## src/rtl/fb_arbiter.sv

```systemverilog
// Frame-buffer arbiter: shares one single-port memory between display scan-out
// reads and mask-engine reads/writes, with a starvation override for the mask side.
module fb_arbiter #(
    parameter int ADDR_W     = 15,
    parameter int DATA_W     = 12,
    parameter int STARVE_LIM = 8
) (
    input  logic              clk,
    input  logic              rst_n,
    input  logic              arb_en,
    input  logic              disp_req,
    input  logic [ADDR_W-1:0] disp_addr,
    output logic              disp_gnt,
    output logic              disp_rvalid,
    output logic [DATA_W-1:0] disp_rdata,
    input  logic              mask_req,
    input  logic              mask_we,
    input  logic [ADDR_W-1:0] mask_addr,
    input  logic [DATA_W-1:0] mask_wdata,
    output logic              mask_gnt,
    output logic              mask_rvalid,
    output logic [DATA_W-1:0] mask_rdata,
    output logic              mem_en,
    output logic              mem_we,
    output logic [ADDR_W-1:0] mem_addr,
    output logic [DATA_W-1:0] mem_wdata,
    input  logic [DATA_W-1:0] mem_rdata,
    output logic              disp_miss,
    output logic [1:0]        dbg_owner,
    output logic [7:0]        dbg_wait_cnt
);

    // Handshake: a requester raises req with stable addr/we/wdata and holds them
    // until it sees gnt high in the same cycle; that cycle consumes the request.
    // Read data returns one cycle later, qualified by the matching rvalid.

    typedef enum logic [1:0] {
        IDLE    = 2'd0,
        DISP_RD = 2'd1,
        MASK_RD = 2'd2
    } owner_t;

    localparam logic [7:0] LIM = 8'(STARVE_LIM);

    owner_t     owner;
    logic [7:0] wait_cnt;
    logic       starved;

    assign starved = (wait_cnt >= LIM);

    // rst_n gates the grants so nothing reaches memory while reset is held.
    always_comb begin
        mask_gnt  = rst_n & arb_en & mask_req & (~disp_req | starved);
        disp_gnt  = rst_n & arb_en & disp_req & ~mask_gnt;
        disp_miss = rst_n & arb_en & disp_req & mask_gnt;
    end

    always_comb begin
        mem_en    = disp_gnt | mask_gnt;
        mem_we    = mask_gnt & mask_we;
        mem_addr  = '0;
        mem_wdata = '0;
        if (mask_gnt) begin
            mem_addr  = mask_addr;
            mem_wdata = mask_wdata;
        end else if (disp_gnt) begin
            mem_addr  = disp_addr;
        end
    end

    always_ff @(posedge clk or negedge rst_n) begin
        if (!rst_n) begin
            owner    <= IDLE;
            wait_cnt <= '0;
        end else begin
            if (disp_gnt)
                owner <= DISP_RD;
            else if (mask_gnt && !mask_we)
                owner <= MASK_RD;
            else
                owner <= IDLE;

            if (mask_gnt || !mask_req || !arb_en)
                wait_cnt <= '0;
            else if (!starved)
                wait_cnt <= wait_cnt + 8'd1;
        end
    end

    always_comb begin
        disp_rvalid = (owner == DISP_RD);
        mask_rvalid = (owner == MASK_RD);
        disp_rdata  = disp_rvalid ? mem_rdata : '0;
        mask_rdata  = mask_rvalid ? mem_rdata : '0;
    end

    assign dbg_owner    = owner;
    assign dbg_wait_cnt = wait_cnt;

endmodule

```

## config.mk

```make
export PLATFORM = sky130hd
export DESIGN_NAME = fb_arbiter
export DESIGN_NICKNAME = d
export VERILOG_FILES = /design/src/rtl/fb_arbiter.sv
export SDC_FILE = /design/constraint.sdc
export NUM_CORES = 1
export LEC_CHECK = 0
export ABC_CLOCK_PERIOD_IN_PS = 1900
export CORE_MARGIN = 8
export CORE_UTILIZATION = 30
export CTS_CLUSTER_SIZE = 8
export DETAILED_ROUTE_END_ITERATION = 12
export DONT_BUFFER_PORTS = 1
export PLACE_DENSITY_LB_ADDON = 0.05
export SYNTH_ARGS = -nofsm -noshare
export SYNTH_HDL_FRONTEND = slang
export SYNTH_SLANG_ARGS = --single-unit
```

## constraint.sdc

```tcl
create_clock -name clk -period 1.9 [get_ports clk]
set_clock_uncertainty 0.1 [all_clocks]
set_input_delay 0.285 -clock clk [delete_from_list [all_inputs] [get_ports clk]]
set_output_delay 0.285 -clock clk [all_outputs]
set_load 0.02 [all_outputs]
```

Word level (Yosys, flattened, before mapping)
Cells that the tools add are included.
- flip-flop bits (word level): 10
- bits of input ports: 60
- output and inout bits: 68
- word-level logic and storage cells: 33
- add/sub/neg operators: 1
- order comparisons: 1
- equality and inequality tests: 3
- multiplexer cells: 9
- bitwise operators: 11
- reductions and logical operators: 6
- operator list (cell ; count):
    $mux W12 ; 3
    $mux W15 ; 2
    $mux W8 ; 2
    $add A8 B1 Y8 const B ; 1
    $ge A8 B4 Y1 const B ; 1
    $and A1 B1 Y1 ; 7
    $mux W2 ; 2
    $logic_not A1 Y1 ; 3
    $eq A2 B1 Y1 const B ; 1
    $eq A2 B2 Y1 const B ; 1
    $logic_or A1 B1 Y1 ; 2
    $ne A2 B1 Y1 const B ; 1
    $not A1 Y1 ; 2
    $or A1 B1 Y1 ; 2
    $logic_and A1 B1 Y1 ; 1

Logic depth before layout (Yosys ltp)
Gate-level depths: netlist (run 1).
- depth after elaboration: 7
- mapped depth: 5
- gate-level depth less buffers: 4

Worst setup path after synthesis (run 1)
Ideal clock, no wire load.
- path type: reg2out
- start: register wait_cnt[4] (netlist: dbg_wait_cnt[4])
- end: output port mem_addr[10]
- arrival time: 1.765 ns
- required time: 1.515 ns
- slack: -0.250 ns
- stages on the path, launching flop included: 6
- buffers on the path: 2
- path through: dfrtp_1 > nor4_1 > a31oi_1 > buf_6 > buf_4 > mux2i_1
- longest elaborated chain between the ends: 7
- ends and longest elaborated chain (what ; line ; RTL):
    start: declaration ; 46 ; logic [7:0] wait_cnt;
    start signal: assignment ; 86 ; wait_cnt <= wait_cnt + 8'd1;
    $ge A8 B4 Y1 * ; 49 ; assign starved = (wait_cnt >= LIM);
    $or A1 B1 Y1 * ; 53 ; mask_gnt = rst_n & arb_en & mask_req & (~disp_req | starved);
    $and A1 B1 Y1 * ; 53 ;
    $not A1 Y1 ; 54 ; disp_gnt = rst_n & arb_en & disp_req & ~mask_gnt;
    $and A1 B1 Y1 ; 54 ;
    $mux W15 ; 66 ; end else if (disp_gnt) begin
    $mux W15 * ; 63 ; if (mask_gnt) begin
    end: declaration ; 25 ; output logic [ADDR_W-1:0] mem_addr,
Every way passes the cells marked *; elsewhere a longest branch is shown, timed or not.

Worst setup path after layout (run 1)
- start: register wait_cnt[7] (netlist: dbg_wait_cnt[7])
- end: output port mem_addr[12]
Same word-level chain as after synthesis.

==> reports/summary.md, run 1 <==
The flow ran to the end, but the final reports show violations. The checks that failed: setup timing. At the end of routability-driven placement, the weighted congestion stood at 0.7250.

The tools report the proportion of synthesized chip area in sequential cells as 0.2407. The library cell occupying the most area in the post-synthesis netlist is dfrtp_1. The tools report the element type at the critical path end as an output pin. From synthesis to final layout, the design area changed by 41.64%. The synthesized netlist contains 27 unique library cells. Global routing finished with a remaining overflow of 0.

The average cell area after synthesis works out to 7.645 µm². Setup repair after global routing could not meet its margin everywhere. STA classifies the critical path startpoint as a flip-flop. Count of input and output buffers: 0.

After detailed routing, the number of remaining DRC violations is 0. The die width came out at 74.87 µm. The switching fraction of total power works out to 0.3297. The most used flip-flop cell after synthesis is dfrtp_1. The number of nets in the synthesized netlist is 198. The logs give 0.423 for the sequential share of power and -266.1 ps for the final worst setup slack. The logs give 1,078 for the via count of the first global-routing pass and 0.4413 for the core utilization of the finished layout. The die covers 5606 µm². The worst relative slew slack was 0.6462; the transition time at the pin with the least slew margin was 530.8 ps.

The top cell type's share of synthesized area came out at 0.2407. The clock reaches the later pin of the worst-skew pair after 260 ps. The proportion of power drawn by combinational gates was 0.309. The required time at the worst-slack endpoint is 1510 ps. Setup violations remaining at the end of the flow were counted as 30. and2_1 is the most common cell in the netlist. The register bit count reported by yosys is 10. The max-capacitance violation count was 0.

Worst hold path class: in -> reg. Cell internal power was estimated by the tool at 348.5 µW. Entering global routing, the biggest net connects 21 pins.

By area the synthesized netlist is led by dfrtp_1, and2_1, mux2i_1. The worst-path cell with the longest stage delay is dfrtp_2. The tools report the final count of pins violating max slew as 0.

After detailed routing, the average wire length per cell comes to 17.61 µm. Row generation in the floorplan step produced 21 rows. The cell sitting at the root of the clock tree is a clkbuf_4. For the number of H-tree branching levels, the log shows 1. The tools report the first-pass detailed-route iteration total as 4. The via count came out at 1,012. The total count of hold-check failures in the final report was 0.

The clock share of power was 0.268. For this run, the slowest stage of the critical path takes 420 ps. Based on the critical path, the design can be clocked at up to 461.7 MHz. In this run the static leakage power is 0.0006562 µW. Antenna diode count: 0.

For this design the total switching power over the nets is 171.4 µW. For this block, the routed nets add up to 3593 µm of wire. The remaining antenna violation count after routing was 0; the share of layout cells above drive strength 1 was 0.3354. The wire length of the first global-routing pass is 4747 µm, and the share of the clock period used by the worst path is 1.140. Share of flip-flops with an asynchronous set or reset: 1.000. The logs give 0.3116 for the initial core utilization and 0 for the initial antenna violation count.

STA puts the critical path data arrival time at 1780 ps. The cell type group with the largest total delay on the critical path was flip-flops. IR analysis of the VDD net gives a maximum drop of 0.1391 mV. In this run, the number of DRC markers left after iteration 0 of detailed routing was 29. Overall power consumption: 519.9 µW.

The synthesis warning total is 0. The logs give 0.1071 for the global routing usage summed across all routing layers and 3337 µm² for the placeable core area. In the final layout, the multi-input gates occupy 817.0 µm².

The setup path with the least slack is of type reg -> out. Counting every sink on the clock net gives 10. After synthesis the cells add up to 1040 µm². At the placement stage, the worst setup path has a slack of 29.93 ps. The detail-routed via count per cell is 4.961, and the sequential cell area is 255.2 µm². The number of buffers and inverters on the critical path is 2.

Count of flip-flops with a built-in enable after synthesis: 0. The signal on the critical path passes through nor4_4, a31oi_4, buf_4, clkbuf_16, mux2i_4. Synthesis produced a netlist whose cell count is 136. The critical-path maximum fanout was 9; the power density normalized to cell area was 353.0 nW/µm². Clock tree synthesis inserted a total of 3 buffers. Measured along the y axis, the die boundary spans 74.87 µm. The number of top-level pins is 128, and the clock edge transition at the registers on the reported setup and hold paths is 60 ps.

TritonCTS built the clock tree. For the finished layout, the period the worst path requires is 2166 ps. No sink is reached through more buffers than the 2 on the longest clock path. The number of inserted filler cells in the final layout is 348. For this run, the post-layout net count is 222. Ranked by instance count, the synthesized netlist is headed by and2_1, inv_1, nand2_1. Detailed placement finished with a half-perimeter wire length of 3020 µm.
-- cell type report --
cell class / instances / share of cell area
multi-input combinational: 99 / 0.5548
sequential: 10 / 0.1733
timing repair buffer: 27 / 0.1691
inverter: 19 / 0.04843
tap: 46 / 0.03908
clock buffer: 3 / 0.01529
-- placed cells by master (no fill, tap or decap), types with 2 or more instances in the layout --
| cell type | instances |
|---|---|
| dfrtp_1 | 6 |
| or4_4 | 2 |
| nor3b_1 | 3 |
| nand3_1 | 3 |
| buf_4 | 21 |
| mux2i_1 | 7 |
| and2_4 | 5 |
| nand2_1 | 17 |
| ha_1 | 2 |
| inv_1 | 19 |
| and2_1 | 32 |
| clkbuf_4 | 3 |
| dlygate4sd3_1 | 2 |
| nor2b_1 | 3 |
| and3_1 | 2 |
| dfrtp_2 | 4 |
| nand4_1 | 2 |
| mux2i_4 | 8 |
-- state kept, by name (all words and copies together) (netlist names) --
name          flops
dbg_wait_cnt      8
dbg_owner         2
-- routing by layer --
layer,vias to the layer above,part of all wire,track usage
li1,481,-,-
met1,457,0.38,0.1233
met2,72,0.49,0.1766
met3,2,0.12,0.03862
met4,0,0.0061,0.03913
met5,-,0,0
-- worst register-to-register path, stage by stage (launching register included) --
cell and delay [ps]:
dfrtp_2 430, buf_6 130, or4_4 540, or4_4 430, a211oi_2 170
-- repair_timing --
action | CTS | global route
endpoints found under the setup margin | 30 | 31
gates resized for setup | 12 | 3
hold endpoints to repair | 11 | 0
hold buffers | 2 | 0
cloned | 0 | 1
pin swaps | 3 | 2
setup buffers | 3 | 2
-- final timing paths --
check | start | to | slack (ps) | depth (start not counted)
worst max-delay path | dbg_wait_cnt[7]$_DFFE_PN0P_ | mem_addr[12] | -270 | 5
worst min-delay path | arb_en | dbg_wait_cnt[1]$_DFFE_PN0P_ | 100 | 2
worst max register to register | dbg_wait_cnt[4]$_DFFE_PN0P_ | dbg_wait_cnt[2]$_DFFE_PN0P_ | 20 | 4
worst min register to register | dbg_wait_cnt[0]$_DFFE_PN0P_ | dbg_wait_cnt[0]$_DFFE_PN0P_ | 560 | 2
max in group asynchronous | rst_n | dbg_wait_cnt[7]$_DFFE_PN0P_ | 1040 | 1
min in group asynchronous | rst_n | dbg_wait_cnt[3]$_DFFE_PN0P_ | 320 | 1
-- logic make-up after synthesis --
logic type | count (synthesis) | share of synthesized area
adders and majority gates | 2 | 0.02406
buffers and inverters | 27 | 0.1191
AOI/OAI and AO/OA | 7 | 0.05175
muxes | 15 | 0.1444
DFF | 10 | 0.2407
and+or+nand+nor | 75 | 0.4200
-- power by group through the flow --
| stage | registers [µW] | clock network (µW) | logic [µW] |
|---|---|---|---|
| detailed placement | 224 | 0 | 148 |
| global placement | 224 | 0 | 147 |
| finish | 220 | 139 | 161 |
| floorplan | 227 | 0 | 116 |
| global route | 220 | 159 | 174 |
| CTS | 220 | 148 | 160 |
-- metrics by stage --
step / std cells / cell area, µm² / setup TNS, ps / hold slack (ps)
2_1_floorplan: 136 / 1166 / 0 / -110.6
3_3_place_gp: 193 / 1338 / 0 / -110.3
3_5_place_dp: 193 / 1338 / 0 / -110.3
4_1_cts: 201 / 1426 / -4248 / 94.81
5_1_grt: 204 / 1473 / -7328 / 98.08
6_report: 204 / 1473 / -4519 / 97.83
Power figures use the tool's default switching activity.
==> inputs of run 2 (changes only) <==
Settings changed: ABC_CLOCK_PERIOD_IN_PS 1900 to 2400.
Clock period 1.9 ns to 2.4 ns, I/O delays scaled along.
==> run 2 against run 1 <==
Effect of this change:
- the run now ends clean
- clock-buffer cell count increased by 1
- worst setup slack improved by 350 ps
- routed wire length decreased by 3.0%
- non-clock buffer count decreased by 6
- sequential power decreased by 19%
- die area unchanged
- critical path depth increased by 1
- sequential share of layout area increased by 2.6 points
- via count decreased by 3.3%
- global-route usage decreased by 0.29 points
- clock power increased by 10%
- combinational power decreased by 35%
- critical endpoint is now mem_addr[4]
==> reports/summary.md, run 2 (synthesis gave the netlist of run 1 again) <==
The post-layout net count was 216 (-2.7%); the total net switching power was 135.5 µW (-21%). The post-CTS setup buffer count was 0 (-3). TritonCTS built the clock tree. The number of flip-flops in the largest register is 8 (unchanged). The remaining antenna violation count after routing was 0 (unchanged).

The detail-routed net length per standard cell works out to 17.51 µm (-0.57%). For the antenna diode count, the log shows 0 (unchanged). The number of inserted filler cells in the final layout is 355 (+2.0%), and the detail-routed via count per cell is 4.920 (-0.83%).

In this run the clock root is driven by a clkbuf_4. The internal power consumption was 299.8 µW (-14%); the largest incremental delay on the critical path was 470 ps (+50 ps). The core utilization of the finished layout is 0.3836 (-0.05774).

Source-to-sink clock delay at the later pin of the worst-skew pair: 270 ps (about the same). STA classifies the critical path startpoint as a flip-flop. The tools report the initial antenna violation count as 0 (unchanged).

The area occupied by multi-input gates is 686.9 µm² (-16%), and the static leakage is 0.0005941 µW (-9.5%). Switching fraction of total power: 0.3112 (-0.01846). For the proportion of power drawn by combinational gates, the log shows 0.241 (-0.068).

The kind of cell with the highest combined delay along the critical path is buffers and inverters. The largest buffer count on any clock path is 2 (unchanged), and the via count is 979 (-3.3%). The tools report the initial core utilization as 0.3116 (unchanged). On the critical path, the stage with the largest delay is an instance of dfrtp_2. The wire length of the first global-routing pass was 4747 µm (unchanged). Category of the most critical setup path: reg -> out. The signal on the critical path passes through nor4_2, buf_4, a31oi_4, buf_12, mux2i_1, buf_4.

The share of layout cells above drive strength 1 was 0.2222 (-0.1132); the die area was 5606 µm² (unchanged). The post-layout minimum cycle time is 2320 ps. The half-perimeter wire length after placement came out at 2934 µm (-2.9%). For the total instance count after detailed placement, the log shows 194 (+0.52%). The run gives 340.6 ps (+310.7 ps) as the worst slack at placement.

Total count of hold-check failures in the final report: 0 (unchanged). The total cell area at the placement stage is 1222 µm² (-8.6%), and the highest attainable clock frequency is 431.0 MHz. The tools report the number of placement rows as 21 (unchanged). The count of input and output buffers works out to 0 (unchanged). In the layout the commonest cells are and2_1, inv_1, buf_4. The critical-path maximum fanout is 37 (+28). The share of the clock period used by the worst path works out to 0.9666. The tools report the max-capacitance violation count as 0 (unchanged). The run gives 3337 µm² (unchanged) as the placeable core area. The most frequent standard cell in the layout excluding fill and tap cells was and2_1. The final count of pins violating max slew is 0 (unchanged).

The tools report the worst relative slew slack as 0.6474 (+0.001197). The cell that appears most often on the critical path is buf_4. The maximum vdd ir drop is 0.1776 mV (+28%). For the count of endpoints failing setup in the final report, the log shows 0 (-100%). Number of buffers and inverters on the critical path: 3 (+1). The power density normalized to cell area works out to 340.0 nW/µm² (-3.7%). The tools report the sequential cell area as 255.2 µm² (unchanged). The element type at the critical path end is an output pin. The die span in y was 74.87 µm (unchanged); the number of buffers created by CTS was 3 (unchanged).

Clock edge transition at the registers on the reported setup and hold paths: 70 ps (about the same). The path class of the tightest hold or removal check is in -> reg. The logs give 0 (unchanged) for the global-route congestion overflow total and 1,025 (-4.9%) for the via count of the first global-routing pass.

The number of cells in the finished layout apart from fillers is 199 (-2.5%). The flow ran to the end, and the final reports show no timing, DRC or antenna violations. The wire length reported by the detailed router was 3485 µm (-3.0%).

The area growth from synthesis to layout is 23.10%. Clock share of power: 0.351 (+0.083). The logs give 1940 ps (+430 ps) for the required time at the worst-slack endpoint and 1280 µm² (-13%) for the final design instance area without fill.

The clock sink total was 10 (unchanged); the die width was 74.87 µm (unchanged). The maximum number of pins on one net before global-route repair is 38 (+81%). For the final weighted congestion of routability-driven global placement, the log shows 0.7076 (-2.4%). The violation count after the first detailed-routing iteration was 21 (-28%). The tools report the post-detailed-route DRC marker count as 0 (unchanged). The logs give 80.06 ps (+346.2 ps) for the final worst setup slack and 50.77 ps (-47.05 ps) for the worst hold margin. The transition time at the pin with the least slew margin came out at 529.0 ps (-1.795 ps).

The tools report the first-pass detailed-route iteration total as 4 (unchanged). The logs give 0.408 (-0.015) for the sequential share of power and 1 (unchanged) for the number of H-tree branching levels. The global routing usage summed across all routing layers came out at 0.1042 (-0.002882).

The run gives 1860 ps (+80 ps) as the arrival time at the worst endpoint. The number of top-level pins is 128 (unchanged).
==> run 2: cell types whose count changed in the layout (fill, tap and decap cells not counted), sizes merged <==
cell,change
dlygate4sd3,-1
buf,-4
==> run 2: final timing paths <==
kind | start | endpoint | slack, ps | cells after the start
worst min register to register | dbg_wait_cnt[5]$_DFFE_PN0P_ | dbg_wait_cnt[5]$_DFFE_PN0P_ | 560 | 1
min in group asynchronous | rst_n | dbg_wait_cnt[3]$_DFFE_PN0P_ | 380 | 1
worst min-delay path | mask_we | dbg_owner[1]$_DFF_PN0_ | 50 | 1
max in group asynchronous | rst_n | dbg_wait_cnt[7]$_DFFE_PN0P_ | 1470 | 1
worst max-delay path | dbg_wait_cnt[4]$_DFFE_PN0P_ | mem_addr[4] | 80 | 6
worst max register to register | dbg_wait_cnt[4]$_DFFE_PN0P_ | dbg_wait_cnt[2]$_DFFE_PN0P_ | 540 | 3
==> run 2: layout make-up <==
cell class / count / share of cell area
Inverter: 19 / 0.05572
Timing Repair Buffer: 21 / 0.1349
Clock buffer: 4 / 0.02835
Multi-Input combinational cell: 99 / 0.5367
Sequential cell: 10 / 0.1994
Tap cell: 46 / 0.04497
==> run 2: power groups by stage <==
stage	clock [µW]	sequential, µW	combinational [µW]
global placement	0	181	101
global route	163	178	114
floorplan	0	180	76.8
finish	153	178	105
CTS	156	178	107
detailed placement	0	181	102
==> run 2: worst register-to-register path, cell delays in order, from the launching register on <==
cell	delay [ps]
dfrtp_2	470
or4_4	560
or4_4	430
a211oi_2	220
==> run 2: per-layer routing <==
layer	vias up	global-route usage	wire [µm]
met4	0	0.01957	22
met1	437	0.1297	1358
li1	465	-	-
met2	75	0.1679	1671
met5	-	0	0
met3	2	0.03728	432
==> run 2: stage by stage <==
stage          TNS, ps  total power (µW)
2_1_floorplan        0             256.6
3_3_place_gp         0             282.5
3_5_place_dp         0             283.0
4_1_cts              0             440.4
5_1_grt         -11.05             455.7
6_report             0             435.2
==> run 2: what timing repair did <==
item                                   in CTS  in global routing
endpoints found under the hold margin      10                  0
setup endpoints to repair                   0                 15
hold buffers                                1                  0
gates resized for setup                     0                  5
